## config.mk

```make
export PLATFORM = sky130hd
export DESIGN_NAME = seq_detect_ctrl
export DESIGN_NICKNAME = d
export VERILOG_FILES = /design/src/rtl/seq_detect_ctrl.sv
export SDC_FILE = /design/constraint.sdc
export NUM_CORES = 1
export LEC_CHECK = 0
export BUFFER_PORTS_ARGS = -buffer_cell sky130_fd_sc_hd__buf_2
export CAP_MARGIN = 40
export CORE_MARGIN = 8
export CORE_UTILIZATION = 58
export DETAILED_ROUTE_END_ITERATION = 8
export PLACE_DENSITY = 0.87
export RECOVER_POWER = 100
export SLEW_MARGIN = 20
export SYNTH_ARGS = -nofsm -noshare
export SYNTH_HDL_FRONTEND = slang
export SYNTH_SLANG_ARGS = --single-unit
```

## constraint.sdc

```tcl
create_clock -name clk -period 2.75 [get_ports clk]
set_clock_uncertainty 0.05 [all_clocks]
set_input_delay 0.4125 -clock clk [delete_from_list [all_inputs] [get_ports clk]]
set_output_delay 0.4125 -clock clk [all_outputs]
set_load 0.1 [all_outputs]
```

## src/rtl/seq_detect_ctrl.sv

```systemverilog
// seq_detect_ctrl
//   Programmable serial bit-pattern detection controller. A run is started by a
//   one-cycle start pulse in IDLE. In LOAD the configuration is latched into shadow
//   registers. In RUN, cfg_window valid serial bits are scanned and pattern hits are
//   counted. DONE then raises done for one cycle. Matching is overlapping or
//   non-overlapping, for patterns of 0..MAXLEN bits.
//
// Ports
//   clk          rising-edge clock
//   rst          asynchronous active-low reset
//   start        run request, honoured only in IDLE
//   cfg_pattern  pattern, bit [len-1] received first, bit [0] last
//   cfg_len      pattern length (clamped to MAXLEN at LOAD, 0 never matches)
//   cfg_overlap  1 = overlapping matches, 0 = restart after each hit
//   cfg_window   number of valid bits to scan
//   in_valid     qualifies in
//   in           serial data bit
//   busy         high in LOAD and RUN
//   match        one-cycle pulse per detected pattern
//   match_count  saturating hit count; holds after DONE until the next LOAD
//   done         one-cycle pulse at end of a completed run
module seq_detect_ctrl #(
  parameter int unsigned MAXLEN = 8,
  parameter int unsigned LW     = 4,
  parameter int unsigned CW     = 16
) (
  input  logic              clk,
  input  logic              rst,
  input  logic              start,
  input  logic [MAXLEN-1:0] cfg_pattern,
  input  logic [LW-1:0]     cfg_len,
  input  logic              cfg_overlap,
  input  logic [CW-1:0]     cfg_window,
  input  logic              in_valid,
  input  logic              in,
  output logic              busy,
  output logic              match,
  output logic [CW-1:0]     match_count,
  output logic              done
);

  // One extra bit so that fill+1 never wraps in the length comparison
  localparam int unsigned FW = LW + 1;

  typedef enum logic [1:0] {
    S_IDLE = 2'd0,
    S_LOAD = 2'd1,
    S_RUN  = 2'd2,
    S_DONE = 2'd3
  } state_t;

  // State and shadow configuration
  state_t              r_state;
  logic [MAXLEN-1:0]   r_pat;
  logic [LW-1:0]       r_len;
  logic                r_ovl;
  logic [CW-1:0]       r_win;

  // Datapath registers
  logic [MAXLEN-1:0]   r_hist;
  logic [LW-1:0]       r_fill;
  logic [CW-1:0]       r_bits;

  // Registered outputs
  logic                r_busy;
  logic                r_match;
  logic [CW-1:0]       r_count;
  logic                r_done;

  // Next-state values
  state_t              w_state_nxt;
  logic [MAXLEN-1:0]   w_pat_nxt;
  logic [LW-1:0]       w_len_nxt;
  logic                w_ovl_nxt;
  logic [CW-1:0]       w_win_nxt;
  logic [MAXLEN-1:0]   w_hist_nxt;
  logic [LW-1:0]       w_fill_nxt;
  logic [CW-1:0]       w_bits_nxt;
  logic                w_busy_nxt;
  logic                w_match_nxt;
  logic [CW-1:0]       w_count_nxt;
  logic                w_done_nxt;

  // Combinational helpers
  logic [LW-1:0]       w_len_clamped;
  logic [MAXLEN-1:0]   w_mask;
  logic [MAXLEN-1:0]   w_hist_shift;
  logic [FW-1:0]       w_fill_inc;
  logic [CW-1:0]       w_bits_inc;
  logic                w_hit;
  logic                w_last;

  assign w_len_clamped = (cfg_len > LW'(MAXLEN)) ? LW'(MAXLEN) : cfg_len;

  // Mask selecting the low r_len bits of history/pattern for comparison
  always_comb begin
    w_mask = '0;
    for (int unsigned i = 0; i < MAXLEN; i++) begin
      w_mask[i] = (LW'(i) < r_len);
    end
  end

  assign w_hist_shift = {r_hist[MAXLEN-2:0], in};
  assign w_fill_inc   = FW'(r_fill) + FW'(1);
  assign w_bits_inc   = r_bits + CW'(1);
  assign w_last       = (w_bits_inc == r_win);

  // A hit needs len bits since the last restart and equal low len bits
  assign w_hit = (r_len != '0) &&
                 (w_fill_inc >= FW'(r_len)) &&
                 (((w_hist_shift ^ r_pat) & w_mask) == '0);

  // Next-state and next-output logic
  always_comb begin
    w_state_nxt = r_state;
    w_pat_nxt   = r_pat;
    w_len_nxt   = r_len;
    w_ovl_nxt   = r_ovl;
    w_win_nxt   = r_win;
    w_hist_nxt  = r_hist;
    w_fill_nxt  = r_fill;
    w_bits_nxt  = r_bits;
    w_count_nxt = r_count;
    w_match_nxt = 1'b0;
    w_busy_nxt  = 1'b0;
    w_done_nxt  = 1'b0;

    case (r_state)
      S_IDLE: begin
        if (start) begin
          w_state_nxt = S_LOAD;
        end
      end

      S_LOAD: begin
        w_pat_nxt   = cfg_pattern;
        w_len_nxt   = w_len_clamped;
        w_ovl_nxt   = cfg_overlap;
        w_win_nxt   = cfg_window;
        w_hist_nxt  = '0;
        w_fill_nxt  = '0;
        w_bits_nxt  = '0;
        w_count_nxt = '0;
        w_state_nxt = (cfg_window == '0) ? S_DONE : S_RUN;
      end

      S_RUN: begin
        if (in_valid) begin
          w_hist_nxt = w_hist_shift;
          w_bits_nxt = w_bits_inc;
          if (r_fill >= LW'(MAXLEN)) begin
            w_fill_nxt = r_fill;
          end else begin
            w_fill_nxt = r_fill + LW'(1);
          end
          if (w_hit) begin
            w_match_nxt = 1'b1;
            if (r_count != '1) begin
              w_count_nxt = r_count + CW'(1);
            end
            // Non-overlap: the next hit must be built from fresh bits only
            if (!r_ovl) begin
              w_fill_nxt = '0;
            end
          end
          if (w_last) begin
            w_state_nxt = S_DONE;
          end
        end
      end

      S_DONE: begin
        w_state_nxt = S_IDLE;
      end

      default: begin
        w_state_nxt = S_IDLE;
      end
    endcase

    // Status outputs are registered from the state being entered
    w_busy_nxt = (w_state_nxt == S_LOAD) || (w_state_nxt == S_RUN);
    w_done_nxt = (w_state_nxt == S_DONE);
  end

  // State and datapath registers
  always_ff @(posedge clk or negedge rst) begin
    if (!rst) begin
      r_state <= S_IDLE;
      r_pat   <= '0;
      r_len   <= '0;
      r_ovl   <= 1'b0;
      r_win   <= '0;
      r_hist  <= '0;
      r_fill  <= '0;
      r_bits  <= '0;
      r_busy  <= 1'b0;
      r_match <= 1'b0;
      r_count <= '0;
      r_done  <= 1'b0;
    end else begin
      r_state <= w_state_nxt;
      r_pat   <= w_pat_nxt;
      r_len   <= w_len_nxt;
      r_ovl   <= w_ovl_nxt;
      r_win   <= w_win_nxt;
      r_hist  <= w_hist_nxt;
      r_fill  <= w_fill_nxt;
      r_bits  <= w_bits_nxt;
      r_busy  <= w_busy_nxt;
      r_match <= w_match_nxt;
      r_count <= w_count_nxt;
      r_done  <= w_done_nxt;
    end
  end

  assign busy        = r_busy;
  assign match       = r_match;
  assign match_count = r_count;
  assign done        = r_done;

endmodule

```

==> results of run 1 <==
[routing by layer]
layer	routed length [um]	up-vias
li1	-	1627
met1	4230	1771
met2	5190	141
met3	606	35
met4	317	0
met5	0	-
[critical path: cells and delay by family, from the launching register on]
family	cells	cell delay, ns
flip-flops	1	0.43
AND/OR/NAND/NOR	2	1.05
buffers and inverters	1	0.21
AO/OA/AOI/OAI	4	0.84
[cell usage after synthesis]
cell | number | area (um2)
and2_1 | 5 | 31.3
a21o_1 | 7 | 52.6
a31oi_1 | 6 | 37.5
a41o_1 | 1 | 10.0
o21ai_0 | 25 | 125
nor4_1 | 11 | 68.8
nand2b_1 | 4 | 25.0
nor2_2 | 2 | 12.5
inv_1 | 16 | 60.1
nand3_1 | 20 | 100
mux2i_1 | 5 | 50.1
a211oi_1 | 3 | 22.5
o22ai_1 | 4 | 25.0
xnor2_1 | 24 | 210
o32ai_1 | 1 | 8.76
buf_6 | 1 | 11.3
clkbuf_1 | 12 | 45.0
nor2_1 | 28 | 105
or4_1 | 2 | 15.0
nor2b_1 | 1 | 6.26
dfrtp_1 | 77 | 1930
nor4b_1 | 1 | 8.76
a2bb2oi_1 | 1 | 8.76
nand3b_1 | 1 | 7.51
or4b_1 | 1 | 10.0
and3_1 | 5 | 31.3
buf_1 | 3 | 11.3
a2111oi_0 | 1 | 8.76
nor3b_1 | 1 | 7.51
a2111oi_2 | 1 | 15.0
nand4_1 | 12 | 75.1
mux2_2 | 25 | 282
a22o_1 | 9 | 78.8
ha_1 | 12 | 150
nor3_1 | 8 | 40.0
o31ai_1 | 10 | 75.1
nand2_1 | 30 | 113
a31o_2 | 1 | 8.76
a21oi_1 | 16 | 80.1
or3_1 | 2 | 12.5
o41ai_1 | 2 | 17.5
xor2_1 | 17 | 149
[registers in the layout (all words and copies together), names as in the netlist]
register / cells
match_count: 16
r_bits: 16
r_win: 16
r_pat: 8
r_hist: 7
r_fill: 4
r_len: 4
r_state: 2
busy: 1
done: 1
match: 1
r_ovl: 1
[repair_timing]
action / in CTS / in global routing
hold endpoints to repair: 27 / 0
buffers inserted: 0 / 3
gates resized for setup: 0 / 12
hold buffers: 1 / 0
endpoints found under the setup margin: 0 / 16
[power breakdown]
group	switching, W	leakage, nW	total [W]	internal, W
clock network	0.000427	0.0923	0.000845	0.000418
registers	0.000342	1.00	0.00184	0.00150
logic	0.00127	0.985	0.00214	0.000875
[through the flow]
step | std cells | power, W | worst slack (ns)
after floorplan | 414 | 0.00335 | 0.241
after global placement | 558 | 0.00376 | 0.227
after detailed placement | 559 | 0.00389 | 0.0411
after CTS | 576 | 0.00475 | 0.0208
after global routing | 580 | 0.00516 | -0.00936
final | 580 | 0.00482 | 0.100
[logic make-up (layout without fill, tap and decap cells)]
kind of cell / after synthesis / after routing / share of synthesized area [%]
adders and majority gates: 12 / 12 / 3.63
and+or+nand+nor: 134 / 134 / 16.2
muxes: 30 / 30 / 8.01
DFF: 77 / 77 / 46.6
xor gates and xnor gates: 41 / 41 / 8.68
AOI/OAI and AO/OA: 88 / 88 / 13.9
buffers and inverters: 32 / 102 / 3.08
[layout make-up]
cell class / instances / area [um2] / share of cell area (%)
tap: 96 / 120 / 2.50
multi-input combinational: 305 / 2140 / 44.4
clock inverter: 6 / 63.8 / 1.33
inverter: 16 / 60.1 / 1.25
timing repair buffer: 70 / 379 / 7.88
clock buffer: 10 / 128 / 2.65
sequential: 77 / 1930 / 40.0
[worst max-delay path by stage]
stage | from | to | slack [ns] | depth (start not counted)
after floorplan | match_count[3]$_DFFE_PN0P_ | match_count[13]$_DFFE_PN0P_ | 0.24 | 7
after global placement | r_len[1]$_DFFE_PN0P_ | match_count[13]$_DFFE_PN0P_ | 0.23 | 7
after detailed placement | r_len[1]$_DFFE_PN0P_ | match_count[13]$_DFFE_PN0P_ | 0.04 | 7
after CTS | r_len[1]$_DFFE_PN0P_ | match_count[13]$_DFFE_PN0P_ | 0.02 | 7
after global routing | r_len[1]$_DFFE_PN0P_ | match_count[11]$_DFFE_PN0P_ | -0.009 | 7
final | r_len[1]$_DFFE_PN0P_ | match_count[11]$_DFFE_PN0P_ | 0.10 | 7
==> out/results.txt, run 1 <==
status = finished with violations
failing checks = max-capacitance violations, max-slew violations
Port Buf Inserts = 52
vias = 3,574
vias in the first global route = 3,673
Critical Path AT = 2.88 ns
Worst Tran Pin Value = 1.62 ns
# fillers = 503
Die Span Y = 100 um
Die ar. = 0.0101 mm2
vias per inst = 6.16
worst rel slew slack = -7.94%
crit start category = flop
post-route ant nets = 0
Lkg Pwr = 2.08 nW
slowest CP cell = or4b_4
nets@finish = 525
critical path, cell by cell = or4b_4 -> a2111oi_4 -> a21oi_1 -> a2bb2oi_1 -> buf_4 -> or4_1 -> a21oi_1
post-synth cell types = 42
Initial Util = 60.3%
Post-DP HPWL = 7560 um
Most Crowded Layer GR = met2
sum of negative setup slack = 0 ns
P&R area growth vs syn = 16.3%
power per cell area = 1000 mW/mm2
R2R Setup Slk = 0.10 ns
leading cell types in the layout, fill and taps excluded = dfrtp_1 (77), buf_2 (32), nand2_1 (30)
CP most frequent cell = a21oi_1
worst-skew pair later-pin latency = 0.35 ns
Final Util = 70.1%
GRT met1 Usage = 25.5%
Worst path max stage delay = 0.55 ns
min cycle time layout = 2.65 ns
diode count = 0
cells on worst reg2reg path = 7
number of max-cap violations = 1
# setup viols final = 0
root buffer cell = clkbuf_8
capture point of the worst reg-to-reg path = match_count[11]$_DFFE_PN0P_
DP Area = 0.00457 mm2
Worst setup EP type = flop
Global Route met3 Usage = 4.28%
WL final = 10,300 um
Tot GR Track Use = 21.6%
final slew viol count = 28
Hold EP = r_len[0]$_DFFE_PN0P_
post-synth net total = 460
WHS Path Cells = 2
Hold Crit Start = cfg_len[3]
Critical R2R Launch = r_len[1]$_DFFE_PN0P_
DRT iter0 DRCs = 229
WP data required = 2.98 ns
Max IR drop VDD = 0.000709 V
final hold violations = 0
gpl congestion = 0.929
IO Count = 53
syn_area_per_cell = 10.0 um2
CP Class = flop to flop
GR Util met2 = 36.6%
Synth Warn # = 0
cell area after layout = 0.00481 mm2
TritonCTS Buffers = 9
Synth Register Bits = 77
commonest non-fill, non-tap cell in the layout = dfrtp_1
total congestion overflow = 0
# DRC = 0
hold crit path type = input pin to flop
clk sink count = 77
share of layout cells above drive strength 1 = 19.8%
peak fanout along the critical path = 9
drt wl/cell = 17.8 um
first-pass iteration count of the detailed router = 5
initial antenna violation count = 0
CTS tree = done
fmax = 377 MHz
clk slew on worst S/H paths = 0.08 ns
H-tree Lvls = 3
synthesized cell area = 0.00414 mm2
post-route clock period utilization = 96.4%
CTS Buffer Depth = 2
Mapped Cells = 414
first-pass GRT wire length = 17,400 um
sequential fraction of the synthesis area = 46.6%
hold_ws = 0.229 ns
CORE AREA = 0.00687 mm2
pin count of the biggest net entering global routing = 51
Die Width = 100 um
row cnt = 30
No activity file was read; power rests on OpenSTA's default activity.
==> run 2: changes to the inputs <==
--- a/config.mk
+++ b/config.mk
@@ -10,7 +10,7 @@
 export CORE_MARGIN = 8
 export CORE_UTILIZATION = 58
 export DETAILED_ROUTE_END_ITERATION = 8
-export PLACE_DENSITY = 0.87
+export PLACE_DENSITY = 0.82
 export RECOVER_POWER = 100
 export SLEW_MARGIN = 20
 export SYNTH_ARGS = -nofsm -noshare
==> run 2 against run 1 <==
  * The run still ends with max-capacitance violations, max-slew violations left
  * Largest power group unchanged
  * First-iteration DRC count fell by 26%
  * Clock power grew 13%
  * Critical path depth up 1
  * Critical endpoint is now match_count[6]$_DFFE_PN0P_
==> out/results.txt, run 2 (synthesis gave the netlist of run 1 again) <==
initial antenna violation count = 0 (unchanged)
drt wl/cell = 16.8 um (-5.5%)
Post-DP HPWL = 7050 um (-6.7%)
Tot GR Track Use = 20.3% (-1.2 points)
GRT met1 Usage = 26.9% (+1.4 points)
Die ar. = 0.0101 mm2 (unchanged)
nets@finish = 522 (-0.57%)
Final Total Pwr = 0.00482 W (about the same)
Global Route met3 Usage = 3.59% (-0.69 points)
CORE AREA = 0.00687 mm2 (unchanged)
DRT iter0 DRCs = 170 (-26%)
number of max-cap violations = 1 (unchanged)
Post-CTS Setup Bufs = 0 (unchanged)
# DRC = 0 (unchanged)
vias per inst = 5.93 (-3.8%)
critical path, cell by cell = or4b_1 -> a2111oi_2 -> a21oi_1 -> a2bb2oi_1 -> buf_2 -> nor4_1 -> xnor2_1 -> nor2_1
WP buf/inv = 1 (unchanged)
WL final = 9720 um (-6.0%)
Critical Path AT = 2.79 ns (-0.09 ns)
failing checks = max-capacitance violations, max-slew violations
Die Span Y = 100 um (unchanged)
Most Crowded Layer GR = met2
cells on worst reg2reg path = 8 (+1)
worst-skew pair later-pin latency = 0.35 ns (about the same)
WHS Path Cells = 2 (unchanged)
R2R Setup Slk = 0.15 ns (+0.05 ns)
clk sink count = 77 (unchanged)
# setup viols final = 0 (unchanged)
Hold EP = r_pat[0]$_DFFE_PN0P_
first-pass GRT wire length = 16,400 um (-6.1%)
GR Util met2 = 32.1% (-4.5 points)
Lkg Pwr = 2.08 nW (+0.15%)
fmax = 384 MHz (+1.9%)
Worst Tran Pin Value = 1.84 ns (+0.222 ns)
H-tree Lvls = 3 (unchanged)
clk slew on worst S/H paths = 0.08 ns (about the same)
row cnt = 30 (unchanged)
total congestion overflow = 0 (unchanged)
commonest non-fill, non-tap cell in the layout = dfrtp_1
Worst setup EP type = flop
IO Count = 53 (unchanged)
Max IR drop VDD = 0.000732 V (+3.2%)
Port Buf Inserts = 52 (unchanged)
CTS Buffer Depth = 2 (unchanged)
status = finished with violations
worst rel slew slack = -22.7% (-15 points)
crit start category = flop
Worst path max stage delay = 0.55 ns (about the same)
capture point of the worst reg-to-reg path = match_count[6]$_DFFE_PN0P_
pin count of the biggest net entering global routing = 47 (-7.8%)
min cycle time layout = 2.60 ns (-0.0482 ns)
diode count = 0 (unchanged)
post-route clock period utilization = 94.6% (-1.8 points)
final hold violations = 0 (unchanged)
P&R area growth vs syn = 15.5%
share of layout cells above drive strength 1 = 18.3% (-1.5 points)
Initial Util = 60.3% (unchanged)
Hold Crit Start = cfg_pattern[0]
vias = 3,421 (-4.3%)
hold crit path type = input pin to flop
final slew viol count = 32 (+14%)
vias in the first global route = 3,377 (-8.1%)
CP Class = flop to flop
TritonCTS Buffers = 9 (unchanged)
post-route ant nets = 0 (unchanged)
first-pass iteration count of the detailed router = 7 (+2)
Top Family by Delay on Critical Path = simple AND/OR/NAND/NOR gates
Die Width = 100 um (unchanged)
peak fanout along the critical path = 11 (+2)
CTS tree = done
WP data required = 2.94 ns (-0.04 ns)
root buffer cell = clkbuf_8
power per cell area = 1010 mW/mm2 (+0.64%)
gpl congestion = 0.915 (-1.5%)
slowest CP cell = or4b_1
Critical R2R Launch = r_len[1]$_DFFE_PN0P_
hold_ws = 0.238 ns (+0.00832 ns)
leading cell types in the layout, fill and taps excluded = dfrtp_1 (77), buf_2 (33), nand2_1 (30)
run 2: report_power, final:
| group | internal [W] | switching (W) | leakage, nW | total [W] |
|---|---|---|---|---|
| sequential | 0.00150 | 0.000347 | 1.00 | 0.00184 |
| clock | 0.000534 | 0.000418 | 0.112 | 0.000952 |
| combinational | 0.000830 | 0.00120 | 0.968 | 0.00203 |
| total | 0.00286 | 0.00196 | 2.08 | 0.00482 |
run 2: worst register-to-register path: cells and delay by family (launching register included):
kind / cells / cell delay [ns]
buffers and inverters: 1 / 0.21
DFF: 1 / 0.42
xor gates and xnor gates: 1 / 0.16
and+or+nand+nor: 3 / 1.02
AOI/OAI and AO/OA: 3 / 0.62
run 2: per-layer routing:
layer  vias to the layer above  wire length, um
li1                       1625                -
met2                       116             4680
met4                         0              163
met1                      1666             4320
met5                         -                0
met3                        14              557
run 2: worst max-delay path by stage:
stage | to | cells after the start | startpoint
CTS | match_count[4]$_DFFE_PN0P_ | 9 | r_fill[0]$_DFFE_PN0P_
detailed placement | match_count[4]$_DFFE_PN0P_ | 9 | r_fill[0]$_DFFE_PN0P_
floorplan | match_count[13]$_DFFE_PN0P_ | 7 | match_count[3]$_DFFE_PN0P_
global route | busy$_DFF_PN0_ | 9 | r_bits[0]$_DFFE_PN0P_
finish | match_count[6]$_DFFE_PN0P_ | 8 | r_len[1]$_DFFE_PN0P_
global placement | match_count[10]$_DFFE_PN0P_ | 8 | r_fill[0]$_DFFE_PN0P_
run 2: area by class of cell:
type,instances,area [um2]
multi-input combinational,305,2090
fill,535,2090
sequential,77,1930
timing repair buffer,67,354
clock buffer,10,138
tap,96,120
clock inverter,6,86.3
inverter,16,60.1
run 2: timing repair:
item	in CTS	in global routing
endpoints found under the setup margin	0	5
hold buffers	1	0
gates resized for setup	0	3
hold endpoints to repair	31	0
run 2: stage by stage:
step	instances	util [%]	setup slack, ns	instance area (um2)	TNS, ns
after floorplan	414	-	0.241	4140	0
after global placement	558	66.2	0.219	4540	0
after detailed placement	560	66.6	0.161	4580	0
after CTS	577	70.0	0.140	4810	0
after global routing	577	69.6	-0.00822	4780	-0.00822
final	577	69.6	0.148	4780	0
==> run 3: changes to the inputs <==
--- a/config.mk
+++ b/config.mk
@@ -5,7 +5,7 @@
 export SDC_FILE = /design/constraint.sdc
 export NUM_CORES = 1
 export LEC_CHECK = 0
-export BUFFER_PORTS_ARGS = -buffer_cell sky130_fd_sc_hd__buf_2
+export BUFFER_PORTS_ARGS = -buffer_cell sky130_fd_sc_hd__buf_4
 export CAP_MARGIN = 40
 export CORE_MARGIN = 8
 export CORE_UTILIZATION = 58
==> run 3 against run 2 <==
  * The run still ends with max-capacitance violations, max-slew violations left
  * Die area is the same
  * Register-to-register slack gained 0.02 ns
  * Sequential share of layout area shrank 0.81 points
  * Global-route usage shrank 0.15 points
  * Critical path depth shrank 1
  * Clock-buffer cell count grew 3
  * Setup slack gained 0.016 ns
  * Final cell count grew 0.35%
  * Critical endpoint is now match_count[11]$_DFFE_PN0P_
  * Via count is essentially flat
  * Core utilization grew 1.4 points
  * Clock power shrank 8.0%
==> out/results.txt, run 3 (synthesis gave the netlist of run 1 again) <==
status = finished with violations
failing checks = max-capacitance violations, max-slew violations
P&R area growth vs syn = 17.8%
commonest non-fill, non-tap cell in the layout = dfrtp_1
R2R Setup Slk = 0.16 ns (+0.02 ns)
fmax = 387 MHz (+0.61%)
first-pass GRT wire length = 16,400 um (+0.17%)
Tot GR Track Use = 20.2% (-0.15 points)
clk sink count = 77 (unchanged)
DP Area = 0.00471 mm2 (+3.0%)
# fillers = 545 (+1.9%)
Critical R2R Launch = r_len[1]$_DFFE_PN0P_
vias in the first global route = 3,439 (+1.8%)
CTS Buffer Depth = 2 (unchanged)
H-tree Lvls = 3 (unchanged)
Die Width = 100 um (unchanged)
share of layout cells above drive strength 1 = 18.6% (+0.34 points)
vias per inst = 5.91 (-0.32%)
Worst setup EP type = flop
hold crit path type = input pin to flop
Post-DP HPWL = 7070 um (+0.28%)
Sw Ratio = 41.1% (+0.44 points)
WP buf/inv = 1 (unchanged)
internal power = 0.00284 W (-0.75%)
Lkg Pwr = 2.11 nW (+1.5%)
WP data required = 2.97 ns (+0.03 ns)
total congestion overflow = 0 (unchanged)
first-pass iteration count of the detailed router = 4 (-3)
final slew viol count = 33 (+3.1%)
# DRC = 0 (unchanged)
Hold EP = r_len[2]$_DFFE_PN0P_
Die Span Y = 100 um (unchanged)
CP most frequent cell = a21oi_1
WL final = 9750 um (+0.33%)
CP Class = flop to flop
drt wl/cell = 16.8 um (about the same)
Top Family by Delay on Critical Path = simple AND/OR/NAND/NOR gates
capture point of the worst reg-to-reg path = match_count[11]$_DFFE_PN0P_
cells on worst reg2reg path = 7 (-1)
slowest CP cell = or4b_1
worst-skew pair later-pin latency = 0.34 ns (about the same)
Psw = 0.00198 W (+1.1%)
clk slew on worst S/H paths = 0.08 ns (about the same)
final hold violations = 0 (unchanged)
peak fanout along the critical path = 11 (unchanged)
Port Buf Inserts = 52 (unchanged)
post-route ant nets = 0 (unchanged)
DRT iter0 DRCs = 153 (-10%)
Initial Util = 60.3% (unchanged)
worst rel slew slack = -20.9% (+1.8 points)
number of max-cap violations = 1 (unchanged)
pin count of the biggest net entering global routing = 46 (-2.1%)
Final Util = 71.0% (+1.4 points)
Critical Path AT = 2.81 ns (+0.02 ns)
gpl congestion = 0.864 (-5.5%)
# setup viols final = 0 (unchanged)
diode count = 0 (unchanged)
Worst Tran Pin Value = 1.81 ns (-0.0269 ns)
TritonCTS Buffers = 9 (unchanged)
CTS tree = done
nets@finish = 524 (+0.38%)
WHS Path Cells = 2 (unchanged)
IO Count = 53 (unchanged)
critical path, cell by cell = or4b_1 -> a2111oi_4 -> a21oi_1 -> a2bb2oi_1 -> buf_4 -> or4_1 -> a21oi_1
sequential power share = 38.1% (about the same)
post-route clock period utilization = 94.0% (-0.58 points)
initial antenna violation count = 0 (unchanged)
cell area after layout = 0.00488 mm2 (+2.0%)
clock network power share = 18.2% (-1.5 points)
power per cell area = 988 mW/mm2 (-2.0%)
CORE AREA = 0.00687 mm2 (unchanged)
sum of negative setup slack = 0 ns (unchanged)
Max IR drop VDD = 0.000703 V (-4.0%)
Die ar. = 0.0101 mm2 (unchanged)
RSZ-0062 raised after global routing = false
Worst path max stage delay = 0.58 ns (+0.03 ns)
leading cell types in the layout, fill and taps excluded = dfrtp_1 (77), buf_4 (44), nand2_1 (30)
root buffer cell = clkbuf_8
row cnt = 30 (unchanged)
min cycle time layout = 2.59 ns (-0.0159 ns)
vias = 3,422 (+0.029%)
Hold Crit Start = cfg_len[3]
crit start category = flop
logic gate share of total power = 43.8% (+1.8 points)
-- run 3: cell types whose count changed in the layout (fill, tap and decap cells not counted), sizes merged --
cell | before | now
clkinv | 3 | 2
bufinv | 2 | 1
buf | 42 | 45
clkinvlp | 1 | 0
clkbuf | 34 | 36
-- run 3: routing by layer --
layer	up-vias	global-route usage [%]	part of all wire, %	routed length, um
met5	-	0	0	0
met4	0	6.98	1.3	127
met3	11	4.42	5.8	562
met2	114	32.3	47	4600
met1	1667	26.3	46	4460
li1	1630	-	-	-
-- run 3: cell type report --
| cell class | count | area [um2] | share of cell area [%] |
|---|---|---|---|
| sequential | 77 | 1930 | 39.5 |
| inverter | 16 | 60.1 | 1.23 |
| clock inverter | 3 | 43.8 | 0.898 |
| timing repair buffer | 69 | 454 | 9.31 |
| clock buffer | 13 | 159 | 3.26 |
| multi-input combinational | 305 | 2110 | 43.3 |
| tap | 96 | 120 | 2.46 |
-- run 3: worst max-delay path by stage --
stage,startpoint,to,cells after the start
floorplan,match_count[3]$_DFFE_PN0P_,match_count[13]$_DFFE_PN0P_,7
CTS,r_fill[0]$_DFFE_PN0P_,match_count[4]$_DFFE_PN0P_,9
global placement,r_len[1]$_DFFE_PN0P_,r_fill[3]$_DFFE_PN0P_,8
finish,r_len[1]$_DFFE_PN0P_,match_count[11]$_DFFE_PN0P_,7
global route,r_state[0]$_DFF_PN0_,r_bits[7]$_DFFE_PN0P_,7
detailed placement,r_fill[0]$_DFFE_PN0P_,match_count[4]$_DFFE_PN0P_,9
-- run 3: repair_timing --
action / CTS / global route
buffers inserted: 0 / 1
endpoints found under the setup margin: 0 / 6
gates resized for setup: 0 / 5
hold buffers: 1 / 0
endpoints found under the hold margin: 32 / 0
-- run 3: power by group through the flow --
stage | logic (W) | registers, W | clock network (W)
final | 0.00211 | 0.00184 | 0.000876
after global routing | 0.00230 | 0.00189 | 0.000925
after CTS | 0.00210 | 0.00183 | 0.000886
after detailed placement | 0.00208 | 0.00185 | 0
after global placement | 0.00197 | 0.00183 | 0
after floorplan | 0.00135 | 0.00200 | 0
-- run 3: per-stage QoR --
| stage | total power, W | hold slack, ns | worst slack [ns] | std cells |
|---|---|---|---|---|
| floorplan | 0.00335 | 0.0669 | 0.241 | 414 |
| global placement | 0.00380 | 0.439 | 0.234 | 559 |
| CTS | 0.00481 | 0.220 | 0.0625 | 578 |
| detailed placement | 0.00393 | 0.335 | 0.160 | 561 |
| global route | 0.00511 | 0.228 | 0.0138 | 579 |
| finish | 0.00482 | 0.227 | 0.164 | 579 |
